<file path="src/rtl/gerador_borda.sv">
// Edge/pulse generator: accepts masked edge commands and drives clean rising edges
// on a 2-bit line, each followed by a guaranteed low recovery window.
module gerador_borda #(
  parameter int HIGH_CYCLES = 2,
  parameter int LOW_CYCLES  = 2,
  parameter int CNT_W       = 8
) (
  input  logic       clk,
  input  logic       rst,
  input  logic       cmd_valid,
  input  logic [1:0] cmd_mask,
  output logic       cmd_ready,
  output logic [1:0] saida,
  output logic       busy,
  output logic       done,
  output logic [7:0] edge_count
);

  // state | meaning
  // IDLE  | waiting for a command, saida low, cmd_ready high
  // HIGH  | latched mask driven on saida for HIGH_CYCLES cycles
  // LOW   | saida forced low for LOW_CYCLES cycles of recovery
  typedef enum logic [1:0] {
    IDLE = 2'd0,
    HIGH = 2'd1,
    LOW  = 2'd2
  } state_t;

  localparam logic [CNT_W-1:0] HIGH_LOAD = CNT_W'(HIGH_CYCLES - 1);
  localparam logic [CNT_W-1:0] LOW_LOAD  = CNT_W'(LOW_CYCLES - 1);

  state_t           state, state_nx;
  logic [CNT_W-1:0] cnt, cnt_nx;
  logic [1:0]       saida_nx;
  logic             ready_nx;
  logic             busy_nx;
  logic             done_nx;
  logic [7:0]       count_nx;
  logic             accept;

  assign accept = cmd_valid & cmd_ready;

  always_ff @(posedge clk) begin
    if (rst) begin
      state      <= IDLE;
      cnt        <= '0;
      saida      <= 2'b00;
      cmd_ready  <= 1'b1;
      busy       <= 1'b0;
      done       <= 1'b0;
      edge_count <= 8'd0;
    end else begin
      state      <= state_nx;
      cnt        <= cnt_nx;
      saida      <= saida_nx;
      cmd_ready  <= ready_nx;
      busy       <= busy_nx;
      done       <= done_nx;
      edge_count <= count_nx;
    end
  end

  always_comb begin
    state_nx = state;
    cnt_nx   = cnt;
    saida_nx = saida;
    ready_nx = cmd_ready;
    busy_nx  = busy;
    done_nx  = 1'b0;
    count_nx = edge_count;
    case (state)
      IDLE: begin
        // a zero mask is consumed here without leaving IDLE
        if (accept && (cmd_mask != 2'b00)) begin
          saida_nx = cmd_mask;
          cnt_nx   = HIGH_LOAD;
          state_nx = HIGH;
          ready_nx = 1'b0;
          busy_nx  = 1'b1;
        end
      end
      HIGH: begin
        if (cnt == '0) begin
          saida_nx = 2'b00;
          cnt_nx   = LOW_LOAD;
          state_nx = LOW;
        end else begin
          cnt_nx = cnt - 1'b1;
        end
      end
      LOW: begin
        if (cnt == '0) begin
          state_nx = IDLE;
          ready_nx = 1'b1;
          busy_nx  = 1'b0;
          done_nx  = 1'b1;
          count_nx = edge_count + 8'd1;
        end else begin
          cnt_nx = cnt - 1'b1;
        end
      end
      default: begin
        state_nx = IDLE;
        cnt_nx   = '0;
        saida_nx = 2'b00;
        ready_nx = 1'b1;
        busy_nx  = 1'b0;
      end
    endcase
  end

  // saida may only move between zero and a single non-zero mask
  always @(posedge clk) begin
    if (!rst) begin
      assert ((saida == 2'b00) || (saida_nx == 2'b00) || (saida_nx == saida));
      assert (cmd_ready == !busy);
    end
  end

endmodule
</file>
<file path="config.mk">
export PLATFORM = sky130hd
export DESIGN_NAME = gerador_borda
export DESIGN_NICKNAME = d
export VERILOG_FILES = /design/src/rtl/gerador_borda.sv
export SDC_FILE = /design/constraint.sdc
export NUM_CORES = 1
export LEC_CHECK = 0
export CAP_MARGIN = 20
export CORE_MARGIN = 2
export CORE_UTILIZATION = 50
export CTS_BUF_LIST = sky130_fd_sc_hd__clkbuf_8 sky130_fd_sc_hd__clkbuf_16
export DETAILED_ROUTE_END_ITERATION = 10
export PLACE_DENSITY = 0.76
export SYNTH_ARGS = -nofsm -noshare
export SYNTH_HDL_FRONTEND = slang
export SYNTH_SLANG_ARGS = --single-unit
</file>
<file path="constraint.sdc">
create_clock -name clk -period 6.37 [get_ports clk]
set_input_delay 1.5925 -clock clk [delete_from_list [all_inputs] [get_ports clk]]
set_output_delay 1.5925 -clock clk [all_outputs]
set_load 0.01 [all_outputs]
</file>
==> results.md <==
- Worst Hold Path EP: busy
- Die Footprint: around 0.0028 sq mm
- PnR worst setup slack: approximately 3100 ps
- Worst-case clock skew: 3.61 ps
- Initial antenna violation count: 0
- Depth of the worst register-to-register path: 6
- Post-Syn Area: about 0.0012 sq mm
- Largest family of logic cells by synthesized area: compound AO/OA/AOI/OAI gates
- Number of nets in the final layout: roughly 170
- DP Wirelength: 1970 um
- Unrepaired setup endpoints after global routing: no
- EDFF count, synth: 0
- Post-synthesis adder-cell area fraction: 3.11%
- Number of maximum-capacitance constraint violations: 0
- Post-route setup TNS: 0 ps
- Worst-case register-to-register setup slack: ~4100 ps
- Instance count along the most critical hold path: 2
- DRC errors left: 0
- Hold bufs inserted after CTS: 0
- Leak Pwr: between 0.4 and 0.5 nW
- Most instantiated cells after synthesis: sky130_fd_sc_hd__dfxtp_1, sky130_fd_sc_hd__a21oi_1, sky130_fd_sc_hd__nor2_1
- Category of the most critical setup path: input pin to flip-flop
- Ratio of final minimum period to clock period: between 50 and 60%
- Count of buffer and inverter cells on the critical path: 1
- Worst-path cell with the longest stage delay: sky130_fd_sc_hd__or4b_2
- CTS tree: built
- Data arrival time of the worst path: 3420 ps
- Maximum number of pins on one net before global-route repair: 18
- Worst path cell trace: clkdlybuf4s50_1 > o211a_1 > o22ai_1 > or4b_2 > a21oi_1
- Final wirelength: between 2000 and 3000 um
- Number of nets with antenna violations after routing: 0
- Total of cells resized after clock tree synthesis: 0
- Effective utilization at floorplan: 53.6%
- I/O pin count: 18
- Insertion delay to the later sink of the worst-skew pair: approximately 270 ps
- Predominant post-synthesis flop cell: sky130_fd_sc_hd__dfxtp_1
- Number of buffer cells added on primary ports: 17
- Seq/Total Area, Yosys: a little under two fifths
- Number of distinct library cell variants in the gate-level netlist after synthesis: 41
- Final core utilization: about 63%
- GRT Resource Usage Total: approximately 22%
- Layout cells sized above 1: around 5.6%
- Hold path startpoint: busy
- Via count: 1,160
- Minimum clock period after layout: 3220 ps
- Filler instances: a little over 200
- Cell taking the most area after synthesis: sky130_fd_sc_hd__dfxtp_1
- Drt wl/cell: roughly 14 um
- Root buffer selected by CTS: sky130_fd_sc_hd__clkbuf_8
- H-tree levels: 1
- Average size of a mapped cell: a little over 8 sq um
- Synthesis-to-layout area growth: 18.2%
- Delay of the slowest cell on the worst path: roughly 650 ps
- Maximum buffer depth of the clock tree: 2
- Die X: 53.1 um
- Post-synth top area share: 38.1%
- Status: finished clean
- Post-synthesis async set-or-reset flop share: 0%
- DRT Pass-1 Iters: 4
- Post-synth net total: between 150 and 200
- Post-synthesis xor/xnor area fraction: 3.63%
- Final number of max-transition violations: 0
- Hold Fails Final Rpt: 0
- Relative slew slack: 46.5%
- Cell types with the largest area share after synthesis: sky130_fd_sc_hd__dfxtp_1, sky130_fd_sc_hd__a21oi_1, sky130_fd_sc_hd__o21ai_0, sky130_fd_sc_hd__nor2_1, sky130_fd_sc_hd__xnor2_1
- Multiplexer share of the synthesized area: around 1.7%
- Count of state elements after synthesis: 23
- Sink count of the clock tree: 23
- First-pass GRT wire length: 4490 um
- Area fraction in compound gates after synthesis: 25.2%
- Worst Max-Slew Pin Slew: 795 ps
- Max Clk Rate: 311 MHz
- Core Footprint: 0.00225 sq mm
- Worst r2r src: cnt[0]
- Post-CTS Setup Bufs: 0
- Clock transition time at the flip-flop clock pins of the worst setup and hold paths: roughly 90 ps
- Setup Slack @ Placement: 2910 ps
- Final non-filler cell area: 0.00143 sq mm
- Via count of the first global-routing pass: between 1,000 and 1,500
- Most used standard cell by instance count after synthesis: sky130_fd_sc_hd__dfxtp_1
- Syn. warnings: 0
- Number of core rows: 17
- Synthesized instance count: 148
- Maximum fanout encountered on the critical timing path: 8
- Synthesized-area fraction occupied by and/or/nand/nor cells: roughly 23%
- Vertical die dimension: 53.1 um
- Placed cell count: around 190
- Maximum ir drop on the vdd rail: ~0.31 mV
- Gpl congestion: 0.902
- Data required time of the critical path: around 6600 ps
- Endpoint type of the worst setup path: flip-flop
- Family with the most delay on the worst path: compound AO/OA/AOI/OAI gates
- Initial DRC count: 16
- Clock buffer count from CTS: 3
- Startpoint class of the critical path: input pin
- Setup Viol. Count Final: 0
- Post-Layout Cell Count: 190
- Worst hold-check path type: flip-flop to flip-flop
- Via-per-instance ratio: about 6.1
- Worst reg2reg path endpoint: edge_count[7]
- Area after DPL: between 0.001 and 0.0015 sq mm
- Congestion Overflow GR: 0
- Final antenna diode count: 0
- Cell area power density: 481 mW/mm^2
==> metrics by stage <==
stage | hold WS [ps] | power, mW
2_1_floorplan | 455 | 0.517
3_3_place_gp | 459 | 0.575
3_5_place_dp | 473 | 0.585
4_1_cts | 489 | 0.681
5_1_grt | 503 | 0.743
6_report | 486 | 0.687
==> cells in the final DEF (no fill, tap or decap), types with 2 or more instances in the layout <==
cell | synthesis | routed
sky130_fd_sc_hd__nor4_1 | 5 | 5
sky130_fd_sc_hd__ha_1 | 3 | 3
sky130_fd_sc_hd__nand3_1 | 5 | 5
sky130_fd_sc_hd__nand2_1 | 9 | 9
sky130_fd_sc_hd__clkdlybuf4s50_1 | 0 | 17
sky130_fd_sc_hd__o2111ai_1 | 2 | 2
sky130_fd_sc_hd__nor3_1 | 5 | 5
sky130_fd_sc_hd__xnor2_1 | 5 | 5
sky130_fd_sc_hd__clkbuf_8 | 0 | 3
sky130_fd_sc_hd__nor2_1 | 13 | 13
sky130_fd_sc_hd__mux2i_1 | 2 | 2
sky130_fd_sc_hd__inv_1 | 8 | 8
sky130_fd_sc_hd__o211ai_1 | 3 | 3
sky130_fd_sc_hd__dfxtp_1 | 23 | 23
sky130_fd_sc_hd__or3_1 | 3 | 3
sky130_fd_sc_hd__nand4_1 | 2 | 2
sky130_fd_sc_hd__o21ai_0 | 11 | 11
sky130_fd_sc_hd__a21oi_1 | 17 | 17
sky130_fd_sc_hd__a211oi_1 | 4 | 4
==> cells by family (layout without fill, tap and decap cells) <==
family          after synthesis  after routing
flops                        23             23
buf+inv                      15             29
xor+xnor                      5              5
mux                           2              2
simple gates                 52             52
compound gates               48             48
fa+ha+maj                     3              3
==> final cells by class <==
cell class	instances	area (sq um)	area share (%)
Sequential cell	23	460	32.3
Inverter	8	30.0	2.10
Clock buffer	3	41.3	2.89
Timing Repair Buffer	17	170	11.9
Clock inverter	1	7.51	0.526
Tap cell	28	35.0	2.45
Multi-Input combinational cell	110	683	47.9
==> sequential cells by signal, indices dropped and copies added, names as in the netlist <==
register / cells
state: 2
done: 1
edge_count: 8
saida: 2
cnt: 8
cmd_ready: 1
busy: 1
==> worst max-delay path by stage <==
stage / endpoint / depth (start not counted) / startpoint
after floorplan: cnt[7] / 4 / cmd_mask[0]
after global placement: cnt[7] / 5 / cmd_mask[0]
after detailed placement: cnt[7] / 5 / cmd_mask[0]
after CTS: cnt[7] / 5 / cmd_mask[0]
after global routing: cnt[7] / 5 / cmd_mask[0]
final: cnt[7] / 5 / cmd_mask[0]
==> routing by layer <==
metal / global-route usage (%) / share of wire, %
met1: 27.9 / 50
met5: 0 / 0
met2: 35.2 / 45
met3: 2.82 / 3.6
met4: 11.1 / 1.6
==> power by group <==
part	leakage [nW]	switching, mW	internal [mW]	total [mW]
clock	0.0217	0.0486	0.0443	0.0929
combinational	0.271	0.224	0.139	0.362
sequential	0.187	0.0504	0.182	0.232
total	0.480	0.323	0.364	0.687
==> worst min-delay path: stages, from the launching register on <==
cell                      delay, ps
sky130_fd_sc_hd__dfxtp_1        330
sky130_fd_sc_hd__nand2_1         60
sky130_fd_sc_hd__a21oi_1         50
No activity file was read; power rests on OpenSTA's default activity.
